File: src/rtl/image_read_pkg.sv
// image_read shared types: config register codes, FSM states, config bundle.
// Codes are distinct from the image_write register codes.
package image_read_pkg;

  localparam int CFG_IR_IMG_W = 16;
  localparam int CFG_IR_START = 17;
  localparam int CFG_IR_STEP  = 18;

  typedef enum logic [1:0] {
    S_IDLE,
    S_ISSUE,
    S_DRAIN
  } state_t;

  typedef struct packed {
    logic [31:0] img_w;
    logic [15:0] start;
    logic [15:0] img_h;
    logic [15:0] step_p;
    logic [15:0] step_r;
  } cfg_t;

  function automatic logic [31:0] row_stride(cfg_t c);
    return (32'(c.step_p) + 32'd1) * (32'(c.step_r) + 32'd1);
  endfunction

endpackage

File: src/rtl/image_read_if.sv
// image_read output stream: valid/ready handshake carrying one word of
// DEPTH_NB pixels per beat.
interface image_read_if #(
  parameter int W = 256
) ();

  logic [W-1:0] str_img_bus;
  logic         str_img_val;
  logic         str_img_rdy;

  modport master (
    output str_img_bus,
    output str_img_val,
    input  str_img_rdy
  );

  modport slave (
    input  str_img_bus,
    input  str_img_val,
    output str_img_rdy
  );

endinterface

File: src/rtl/image_read_fifo.sv
// image_read output buffer: synchronous FIFO, head visible on rd_data,
// occupancy exported for the read-credit check.
module image_read_fifo #(
  parameter int W     = 256,
  parameter int DEPTH = 8
) (
  input  logic                     clk,
  input  logic                     rst_n,
  input  logic                     wr_en,
  input  logic [W-1:0]             wr_data,
  input  logic                     rd_en,
  output logic [W-1:0]             rd_data,
  output logic [$clog2(DEPTH):0]   count
);

  localparam int AW = $clog2(DEPTH);
  localparam int CW = AW + 1;

  logic [W-1:0]  mem [DEPTH];
  logic [AW-1:0] wr_ptr;
  logic [AW-1:0] rd_ptr;
  logic          pop;

  assign pop     = rd_en && (count != '0);
  assign rd_data = mem[rd_ptr];

  always_ff @(posedge clk or negedge rst_n) begin
    if (!rst_n) begin
      wr_ptr <= '0;
      rd_ptr <= '0;
      count  <= '0;
    end else begin
      if (wr_en) wr_ptr <= wr_ptr + 1'b1;
      if (pop)   rd_ptr <= rd_ptr + 1'b1;
      count <= count + CW'(wr_en) - CW'(pop);
    end
  end

  always_ff @(posedge clk) begin
    if (wr_en) mem[wr_ptr] <= wr_data;
  end

endmodule

File: src/rtl/image_read.sv
// image_read: walks an image in image_mem and streams it out word by word.
// Define IMAGE_READ_PERF_EN to add the stall_cnt output-stall counter.
module image_read
  import image_read_pkg::*;
#(
  parameter int CFG_DWIDTH = 32,
  parameter int CFG_AWIDTH = 5,
  parameter int DEPTH_NB   = 16,
  parameter int IMG_WIDTH  = 16,
  parameter int MEM_AWIDTH = 16,
  parameter int RD_LATENCY = 2,
  parameter int FIFO_DEPTH = 8
) (
  input  logic                          clk,
  input  logic                          rst_n,
  input  logic [CFG_DWIDTH-1:0]         cfg_data,
  input  logic [CFG_AWIDTH-1:0]         cfg_addr,
  input  logic                          cfg_valid,
  input  logic                          next,
  output logic                          rd_val,
  output logic [MEM_AWIDTH-1:0]         rd_addr,
  input  logic [IMG_WIDTH*DEPTH_NB-1:0] rd_data,
  image_read_if.master                  str,
  output logic                          busy
`ifdef IMAGE_READ_PERF_EN
  ,
  output logic [31:0]                   stall_cnt
`endif
);

  localparam int CW = $clog2(FIFO_DEPTH) + 1;
  localparam int BW = IMG_WIDTH * DEPTH_NB;

  state_t state, state_n;
  cfg_t   shd;

  logic [31:0] d32;
  logic [31:0] cur_img_w;
  logic [15:0] cur_img_h;
  logic [15:0] cur_step_p;
  logic [15:0] cur_start;
  logic [31:0] sp1;
  logic [31:0] rstride;

  logic [31:0] w;
  logic [15:0] h;
  logic [15:0] d;

  logic start_img;
  logic issue;
  logic last_all;
  logic credit_ok;

  logic                  s1_val;
  logic [31:0]           s1_a;
  logic [31:0]           s1_b;
  logic [31:0]           s1_c;
  logic                  s2_val;
  logic [MEM_AWIDTH-1:0] s2_sum;

  logic [RD_LATENCY-1:0] vpipe;
  logic                  wr_en;
  logic [CW-1:0]         inflight;
  logic [CW-1:0]         fcount;
  logic [CW:0]           used;
  logic [BW-1:0]         head;

  assign d32 = 32'(cfg_data);

  // Shadow registers: writable at any time, only sampled on an accepted next.
  always_ff @(posedge clk) begin
    if (cfg_valid) begin
      case (cfg_addr)
        CFG_AWIDTH'(CFG_IR_IMG_W): shd.img_w <= d32;
        CFG_AWIDTH'(CFG_IR_START): begin
          shd.start <= d32[31:16];
          shd.img_h <= d32[15:0];
        end
        CFG_AWIDTH'(CFG_IR_STEP): begin
          shd.step_p <= d32[31:16];
          shd.step_r <= d32[15:0];
        end
        default: ;
      endcase
    end
  end

  assign start_img = (state == S_IDLE) && next;

  always_ff @(posedge clk) begin
    if (start_img) begin
      cur_img_w  <= shd.img_w;
      cur_img_h  <= shd.img_h;
      cur_step_p <= shd.step_p;
      cur_start  <= shd.start;
      sp1        <= 32'(shd.step_p) + 32'd1;
      rstride    <= row_stride(shd);
    end
  end

  assign used      = {1'b0, inflight} + {1'b0, fcount};
  assign credit_ok = used < (CW+1)'(FIFO_DEPTH);
  assign last_all  = (w == cur_img_w) && (h == cur_img_h)
                  && (d == cur_step_p);

  always_ff @(posedge clk or negedge rst_n) begin
    if (!rst_n) state <= S_IDLE;
    else        state <= state_n;
  end

  always_comb begin
    state_n = state;
    issue   = 1'b0;
    unique case (state)
      S_IDLE:  if (next) state_n = S_ISSUE;
      S_ISSUE: begin
        issue = credit_ok;
        if (issue && last_all) state_n = S_DRAIN;
      end
      S_DRAIN: begin
        if (inflight == '0 && fcount == '0) state_n = S_IDLE;
      end
      default: state_n = S_IDLE;
    endcase
  end

  assign busy = (state != S_IDLE);

  always_ff @(posedge clk or negedge rst_n) begin
    if (!rst_n) begin
      w <= '0;
      h <= '0;
      d <= '0;
    end else if (start_img) begin
      w <= '0;
      h <= '0;
      d <= '0;
    end else if (issue) begin
      if (w != cur_img_w) begin
        w <= w + 32'd1;
      end else begin
        w <= '0;
        if (h != cur_img_h) begin
          h <= h + 16'd1;
        end else begin
          h <= '0;
          d <= d + 16'd1;
        end
      end
    end
  end

  // Three-stage address pipe: partial products, sum, output register.
  always_ff @(posedge clk or negedge rst_n) begin
    if (!rst_n) begin
      s1_val <= 1'b0;
      s2_val <= 1'b0;
      rd_val <= 1'b0;
    end else begin
      s1_val <= issue;
      s2_val <= s1_val;
      rd_val <= s2_val;
    end
  end

  always_ff @(posedge clk) begin
    s1_a    <= 32'(cur_start) + 32'(d);
    s1_b    <= w * sp1;
    s1_c    <= 32'(h) * rstride;
    s2_sum  <= MEM_AWIDTH'(s1_a + s1_b + s1_c);
    rd_addr <= s2_sum;
  end

  always_ff @(posedge clk or negedge rst_n) begin
    if (!rst_n) begin
      vpipe <= '0;
    end else begin
      vpipe[0] <= rd_val;
      for (int i = 1; i < RD_LATENCY; i++)
        vpipe[i] <= vpipe[i-1];
    end
  end

  assign wr_en = vpipe[RD_LATENCY-1];

  // Credits cover every read between issue and its FIFO write.
  always_ff @(posedge clk or negedge rst_n) begin
    if (!rst_n) inflight <= '0;
    else        inflight <= inflight + CW'(issue) - CW'(wr_en);
  end

  image_read_fifo #(
    .W     (BW),
    .DEPTH (FIFO_DEPTH)
  ) u_fifo (
    .clk     (clk),
    .rst_n   (rst_n),
    .wr_en   (wr_en),
    .wr_data (rd_data),
    .rd_en   (str.str_img_rdy),
    .rd_data (head),
    .count   (fcount)
  );

  assign str.str_img_val = (fcount != '0);
  assign str.str_img_bus = head;

`ifdef IMAGE_READ_PERF_EN
  always_ff @(posedge clk or negedge rst_n) begin
    if (!rst_n) begin
      stall_cnt <= '0;
    end else if (start_img) begin
      stall_cnt <= '0;
    end else if (str.str_img_val && !str.str_img_rdy
                 && !(&stall_cnt)) begin
      stall_cnt <= stall_cnt + 32'd1;
    end
  end
`endif

endmodule

File: src/flat_wrapper.sv
// flat-port wrapper written by rule: the top's interface ports become plain ports
module image_read_flat import image_read_pkg::*;
#(
  parameter int CFG_DWIDTH = 32,
  parameter int CFG_AWIDTH = 5,
  parameter int DEPTH_NB   = 16,
  parameter int IMG_WIDTH  = 16,
  parameter int MEM_AWIDTH = 16,
  parameter int RD_LATENCY = 2,
  parameter int FIFO_DEPTH = 8
)
  (clk, rst_n, cfg_data, cfg_addr, cfg_valid, next, rd_val, rd_addr, rd_data, busy, str_str_img_bus, str_str_img_val, str_str_img_rdy);
  image_read_if str_i ();
  input  logic clk;
  input  logic rst_n;
  input  logic [CFG_DWIDTH-1:0] cfg_data;
  input  logic [CFG_AWIDTH-1:0] cfg_addr;
  input  logic cfg_valid;
  input  logic next;
  output logic rd_val;
  output logic [MEM_AWIDTH-1:0] rd_addr;
  input  logic [IMG_WIDTH*DEPTH_NB-1:0] rd_data;
  output logic busy;
  output wire logic [$bits(str_i.str_img_bus)-1:0] str_str_img_bus;
  output wire logic [$bits(str_i.str_img_val)-1:0] str_str_img_val;
  input wire logic [$bits(str_i.str_img_rdy)-1:0] str_str_img_rdy;
  assign str_str_img_bus = str_i.str_img_bus;
  assign str_str_img_val = str_i.str_img_val;
  assign str_i.str_img_rdy = str_str_img_rdy;
  image_read #(.CFG_DWIDTH(CFG_DWIDTH), .CFG_AWIDTH(CFG_AWIDTH), .DEPTH_NB(DEPTH_NB), .IMG_WIDTH(IMG_WIDTH), .MEM_AWIDTH(MEM_AWIDTH), .RD_LATENCY(RD_LATENCY), .FIFO_DEPTH(FIFO_DEPTH)) u_core (.clk(clk), .rst_n(rst_n), .cfg_data(cfg_data), .cfg_addr(cfg_addr), .cfg_valid(cfg_valid), .next(next), .rd_val(rd_val), .rd_addr(rd_addr), .rd_data(rd_data), .str(str_i), .busy(busy));
endmodule
File: config.mk
export PLATFORM = sky130hd
export DESIGN_NAME = image_read_flat
export DESIGN_NICKNAME = d
export VERILOG_FILES = /design/src/rtl/image_read_pkg.sv /design/src/rtl/image_read_if.sv /design/src/rtl/image_read_fifo.sv /design/src/rtl/image_read.sv /design/src/flat_wrapper.sv
export SDC_FILE = /design/constraint.sdc
export NUM_CORES = 2
export LEC_CHECK = 0
export CORE_ASPECT_RATIO = 0.75
export CORE_UTILIZATION = 43
export DETAILED_ROUTE_END_ITERATION = 10
export PLACE_DENSITY = 0.72
export SYNTH_ARGS = -nofsm -noshare
export SYNTH_HDL_FRONTEND = slang
export SYNTH_SLANG_ARGS = --single-unit
File: constraint.sdc
create_clock -name clk -period 42.2 [get_ports clk]
set_input_delay 8.44 -clock clk [delete_from_list [all_inputs] [get_ports clk]]
set_output_delay 8.44 -clock clk [all_outputs]
set_load 0.01 [all_outputs]
# == After elaboration in Yosys (flattened, before gate mapping) ==
# Memories as Yosys holds them, arrays and structs flattened.
# Cells that the tools add are included.
# W data, S select, Z words.
# op_classes
reduce_logical,18
bitwise,0
shift,0
n_eq_ne,15
mux,18
add_sub_neg,15
n_div,0
order_cmp,1
mul,3
# ops
op,n
$mux W16,8
$mux W32,3
$add A16 B16 Y16,3
$add A16 B1 Y17 const B,2
$add A16 B1 Y16 const B,2
$add A32 B1 Y32 const B,1
$eq A16 B16 Y1,2
$eq A32 B32 Y1,1
$mul A16 B32 Y16,1
$mul A32 B32 Y16,1
$mul A32 B32 Y32,1
$ne A32 B32 Y1,1
$ne A16 B16 Y1,1
$eq A5 B5 Y1 const B,3
$add A4 B1 Y4,2
$logic_not A4 Y1,2
$ne A2 B1 Y1 const B,4
$reduce_and A2 Y1,4
$sub A4 B1 Y4,2
$add A3 B1 Y3 const B,2
$logic_and A1 B1 Y1,6
$mux W2,3
$pmux W2 S3,1
$reduce_and A3 Y1,2
other kinds (9),12
# totals
romBits,0
register_bits,405
in_bits,298
mem_count,1
word_cells,99
ramBits,2048
latch_bits,0
out_inout_bits,275
# memory_table
memory,depth,word_bits,read_ports,rd_ports_with_merged_regs,wr,line,source
u_core.u_fifo.mem,8,256,1,0,1,image_read_fifo.sv:19,logic [W-1:0] mem [DEPTH];

# == Depth between registers and ports, before layout ==
# depth
ltp_word,6
ltp_mapped,26
ltp_nobuf,25

# == Hierarchy ==
# A second synthesis with hierarchy kept.
# hier_totals
hier_cells,5450
hier_area_um2,103422.9
# by_module_without_submodules
module,cells_per_inst,instances,seq_area_each_um2,area_each_um2
image_read_fifo,3014,1,61749.2,77436.8
image_read,2436,1,9724.3,25986.2

# == Least setup slack after synthesis ==
# OpenSTA, ideal clock, no wires.
# synth_path
path_kind,reg2reg
from,register u_core.u_fifo.wr_ptr[0]
to,"memory u_core.u_fifo.mem[0][0], enable pin"
stages_incl_launch_ff,3
setup_time_ns,1.186
n_path_buf,0
required_ns,41.014
setup_slack_ns,23.203
arrival_ns,17.811
synth_period_minus_slack_ns,18.997
path_cell_list,dfrtp_1 > nand2b_1 > nor3_1
# synth_rtl
element,line,source
start: declaration,image_read_fifo.sv:20,logic [AW-1:0] wr_ptr;
start signal: assignment,image_read_fifo.sv:33,if (wr_en) wr_ptr <= wr_ptr + 1'b1;
end: declaration,image_read_fifo.sv:19,
# Straight into the memory's write port.

# == Final worst setup path ==
# layout_path
from,register u_core.u_fifo.rd_ptr[0]
to,output str_str_img_bus[73]
# layout_via
elab_chain_cells,1
# layout_rtl
element,line,source
start: declaration,image_read_fifo.sv:21,logic [AW-1:0] rd_ptr;
start signal: assignment,image_read_fifo.sv:34,if (pop) rd_ptr <= rd_ptr + 1'b1;
$mem_v2 Z8 W256,n/a,
end: declaration,flat_wrapper.sv:24,output wire logic [$bits(str_i.str_img_bus)-1:0] str_str_img_bus;
# No other way between the ends.

==> results.md <==
- Sequential element share of the synthesized area: 69.27%
- Class of the most critical hold timing path: register to register
- Post-route clock period utilization: 34.17%
- Largest fanout on the critical path: 116
- Maximum root-to-sink buffer count: 4
- IR Drop Worst-Case VDD: 0.0002080 V
- Detail Placement HPWL: 144.0 mm
- Synth Flop Type: sky130_fd_sc_hd__edfxtp_1
- Number of distinct library cells after synthesis: 68
- Area growth, synth to finish: 16.25%
- Pwr per Cell Area: 68.82 nW/µm²
- First-pass GRT wire length: 346.3 mm
- Max cap viols: 0
- Die Area: 241900 µm²
- Number of nets at the end of the flow: 6884
- H-tree levels: 4
- Slowest stage cell on the critical path: sky130_fd_sc_hd__dfrtp_4
- Count of fill cells added during filler insertion: 18820
- Buf+Inv Stages, Crit Path: 4
- Final WL: 233.3 mm
- Remaining design rule violation count: 0
- Setup TNS after final layout: 0 ns
- Worst clock skew on the final layout: 0.1114 ns
- Die span in y: 426.2 µm
- Net count of the mapped netlist: 6229
- Post-CTS Setup Bufs: 0
- Number of instances in the synthesized netlist: 5475
- Number of clock sinks: 2421
- Clock tree from TritonCTS: built
- Type of the setup path with the least slack: register to output pin
- Die span in x: 567.6 µm
- PnR worst setup slack: 27.78 ns
- Floorplan core area: 238200 µm²
- Most Frequent Cell on Critical Path: sky130_fd_sc_hd__buf_4
- Cells resized by post-CTS repair: 0
- Count of vias placed by the detailed router: 51190
- Fraction of layout cells with a size suffix above 1: 18.82%
- Hold-fix buffers at CTS: 0
- Starting density of the core: 43.32%
- Aggregate global routing overflow: 0
- Port Buffers: 572
- Remaining max-slew budget at the tightest pin: 20.66%
- Netlist Area Pre-Place: 103200 µm²
- Asr flop ratio synth: 3.511%
- Result of the run: completed
- Cell type group with the largest total delay on the critical path: buffers and inverters
- Final ANT Viol Nets: 0
- Number of antenna violations at the first check in global routing: 52
- Synthesis-stage register bit count: 2421
- Num rows: 155
- Maximum cell stage delay along the critical path: 0.89 ns
- CTS root buf: sky130_fd_sc_hd__clkbuf_16
- Setup-violating endpoint count in the final report: 0
- Kind of end point of the critical path: output pin
- List of cells traversed by the critical path: buf_4 -> buf_4 -> buf_12 -> mux4_2 -> mux2_2 -> clkdlybuf4s50_1
- Via count of the first global-routing pass: 53360
- Clock transition time at the flip-flop clock pins of the worst setup and hold paths: 0.06 ns
- Worst path required time: 33.76 ns
- Inserted Clock Buffers: 231
- Number of slew-limit violations in the final report: 0
- Number of enable flip-flop cells after synthesis: 2256
- Average wire per standard cell: 24.62 µm
- Length of the first detailed-routing pass in iterations: 5
- Startpoint Class: register
- First-iteration detailed-routing DRC count: 4201
- Achievable clock frequency: 69.35 MHz
- Insertion delay to the later sink of the worst-skew pair: 0.95 ns
- Hold violation count in the final report: 0
- Pre-CTS WS: 28.43 ns
- Mean instance size in the synthesized netlist: 18.84 µm²
- Actual slew at the worst max-slew pin: 1.190 ns
- Combined global-route utilization of all metal layers: 19.15%
- Number of vias per cell after detailed routing: 5.404
- I/O Pins: 573
- Maximum number of pins on one net before global-route repair: 119
- RSZ-0062 raised after global routing: false
- Static power due to leakage: 40.74 nW
- Worst endpoint data arrival time: 5.98 ns
- Placer congestion estimate: 0.8415
- Ys Warns: 0
- Min Clock Period, post-route: 14.42 ns
## cells by family (layout without fill, tap and decap cells)
family	Yosys count	count (layout)	synth area share, %
AND/OR/NAND/NOR	760	760	3.627
adder cells (fa/ha/maj)	456	456	7.422
AO/OA/AOI/OAI	156	156	0.9362
XOR/XNOR	278	278	2.382
multiplexers	773	773	14.02
buffers and inverters	631	1468	2.338
other	0	21	0
flip-flops	2421	2421	69.27
## cells in the mapped netlist, types with 5 or more instances
master	count	area, µm²
sky130_fd_sc_hd__buf_1	68	255.2
sky130_fd_sc_hd__nand4_1	26	162.7
sky130_fd_sc_hd__nor2b_1	16	100.1
sky130_fd_sc_hd__nand2_1	299	1122
sky130_fd_sc_hd__inv_1	402	1509
sky130_fd_sc_hd__nand3_1	42	210.2
sky130_fd_sc_hd__and4_1	10	87.58
sky130_fd_sc_hd__xor2_1	100	875.8
sky130_fd_sc_hd__mux2_2	258	2905
sky130_fd_sc_hd__a21boi_0	8	60.06
sky130_fd_sc_hd__and3_1	11	68.82
sky130_fd_sc_hd__dfrtp_1	85	2127
sky130_fd_sc_hd__or3_1	16	100.1
sky130_fd_sc_hd__a21oi_1	49	245.2
sky130_fd_sc_hd__clkinv_1	5	18.77
sky130_fd_sc_hd__dfxtp_1	80	1602
sky130_fd_sc_hd__nand2b_1	22	137.6
sky130_fd_sc_hd__fa_1	260	5205
sky130_fd_sc_hd__xnor2_1	175	1533
sky130_fd_sc_hd__ha_1	196	2452
sky130_fd_sc_hd__and2_1	134	838.3
sky130_fd_sc_hd__buf_2	10	50.05
sky130_fd_sc_hd__mux4_2	512	11530
sky130_fd_sc_hd__o21bai_1	9	67.56
sky130_fd_sc_hd__edfxtp_1	2256	67740
sky130_fd_sc_hd__a21o_1	9	67.56
sky130_fd_sc_hd__o21ai_0	51	255.2
sky130_fd_sc_hd__nor3_1	22	110.1
sky130_fd_sc_hd__nor4_1	10	62.56
sky130_fd_sc_hd__o31ai_1	8	60.06
sky130_fd_sc_hd__clkbuf_1	140	525.5
sky130_fd_sc_hd__nor2_1	125	469.2
## where the power goes
group | total [mW] | internal, mW | switching [mW]
logic | 3.24 | 1.59 | 1.65
registers | 3.01 | 2.90 | 0.111
clock network | 2.00 | 1.13 | 0.863
## sequential cells by signal, summed over array words and instances, names as in the netlist, 16 cells and up
name / count
u_core.h: 16
u_core.s2_sum: 16
u_core.u_fifo.mem: 2048
u_core.s1_a: 16
u_core.cur_img_w: 32
u_core.shd: 96
u_core.cur_start: 16
u_core.rstride: 16
u_core.s1_c: 16
u_core.s1_b: 16
u_core.sp1: 16
u_core.d: 16
u_core.cur_img_h: 16
u_core.w: 32
u_core.rd_addr: 16
u_core.cur_step_p: 16
## cells in the final DEF, fill, tap and decap left out, types with 11 or more instances in the layout
master	Yosys	final
sky130_fd_sc_hd__xor2_1	100	100
sky130_fd_sc_hd__fa_1	260	260
sky130_fd_sc_hd__clkbuf_16	0	235
sky130_fd_sc_hd__ha_1	196	196
sky130_fd_sc_hd__a21oi_1	49	49
sky130_fd_sc_hd__and2_1	134	134
sky130_fd_sc_hd__dfxtp_1	80	80
sky130_fd_sc_hd__mux2_2	258	258
sky130_fd_sc_hd__mux4_2	512	512
sky130_fd_sc_hd__buf_4	0	68
sky130_fd_sc_hd__clkdlybuf4s50_1	0	571
sky130_fd_sc_hd__inv_1	402	402
sky130_fd_sc_hd__nor2b_1	16	16
sky130_fd_sc_hd__or3_1	16	16
sky130_fd_sc_hd__nand3_1	42	42
sky130_fd_sc_hd__diode_2	0	21
sky130_fd_sc_hd__nand2b_1	22	22
sky130_fd_sc_hd__dfrtp_1	85	82
sky130_fd_sc_hd__nand4_1	26	26
sky130_fd_sc_hd__nand2_1	299	299
sky130_fd_sc_hd__nor3_1	22	19
sky130_fd_sc_hd__clkinv_2	0	39
sky130_fd_sc_hd__and3_1	11	11
sky130_fd_sc_hd__clkinv_1	5	58
sky130_fd_sc_hd__xnor2_1	175	175
sky130_fd_sc_hd__clkbuf_1	140	50
sky130_fd_sc_hd__nor2_1	125	119
sky130_fd_sc_hd__o21ai_0	51	51
sky130_fd_sc_hd__bufinv_16	0	19
sky130_fd_sc_hd__edfxtp_1	2256	2256
## through the flow
step / area [µm²] / util (%) / std cells / hold WS [ns] / power, mW
after floorplan: 103200 / - / 5475 / 0.3096 / 5.190
after global routing: 119900 / 50.35 / 9464 / 0.3288 / 8.682
after global placement: 112700 / 47.30 / 9037 / 0.3099 / 6.276
after CTS: 119900 / 50.34 / 9452 / 0.3253 / 8.338
after detailed placement: 112700 / 47.30 / 9037 / 0.3121 / 6.320
final: 119900 / 50.36 / 9473 / 0.3246 / 8.255
## worst register-to-register path: stages (launching register included)
cell,delay (ns)
sky130_fd_sc_hd__edfxtp_1,0.83
sky130_fd_sc_hd__ha_1,0.32
sky130_fd_sc_hd__and4_1,0.35
sky130_fd_sc_hd__nand4_1,0.15
sky130_fd_sc_hd__xnor2_1,0.61
sky130_fd_sc_hd__nand2_1,0.18
sky130_fd_sc_hd__fa_1,0.56
sky130_fd_sc_hd__inv_1,0.05
sky130_fd_sc_hd__fa_1,0.38
sky130_fd_sc_hd__inv_1,0.07
sky130_fd_sc_hd__fa_1,0.43
sky130_fd_sc_hd__fa_1,0.56
sky130_fd_sc_hd__fa_1,0.46
sky130_fd_sc_hd__fa_1,0.45
sky130_fd_sc_hd__xor2_1,0.18
sky130_fd_sc_hd__xnor2_1,0.20
sky130_fd_sc_hd__xnor2_1,0.11
sky130_fd_sc_hd__xnor2_1,0.33
sky130_fd_sc_hd__xnor2_2,0.13
sky130_fd_sc_hd__xnor2_1,0.15
sky130_fd_sc_hd__xnor2_1,0.24
sky130_fd_sc_hd__xnor2_1,0.12
sky130_fd_sc_hd__xnor2_1,0.28
sky130_fd_sc_hd__xnor2_1,0.12
## metal layers
layer  up-vias  share of wire, %  track usage (%)
met2      1656                48            31.34
met1     26950                41            25.65
met3       402               7.2            4.408
li1      22140                 -                -
met4        44               2.9            5.705
met5         -              0.12                0
## final cells by class
class | count | area (µm²) | area share, %
antenna | 21 | 52.55 | 0.04381
inverter | 408 | 1534 | 1.279
clock inverter | 128 | 1140 | 0.9503
multi-input combinational | 2423 | 29360 | 24.48
clock buffer | 287 | 6096 | 5.082
sequential | 2421 | 71480 | 59.60
timing repair buffer | 645 | 6346 | 5.291
tap | 3140 | 3929 | 3.276
## final timing paths
check / start / end / slack (ns) / depth (start not counted)
max: u_core.u_fifo.rd_ptr[0] / str_str_img_bus[73] / 27.78 / 6
min: u_core.s2_sum[7] / u_core.rd_addr[7] / 0.32 / 0
max reg2reg: u_core.shd[0] / u_core.rstride[15] / 34.66 / 23
min reg2reg: u_core.s2_sum[7] / u_core.rd_addr[7] / 0.32 / 0
max in group asynchronous: rst_n / u_core.u_fifo.rd_ptr[1] / 33.41 / 2
min in group asynchronous: rst_n / u_core.w[28] / 7.50 / 1
No activity file was read; power rests on OpenSTA's default activity.
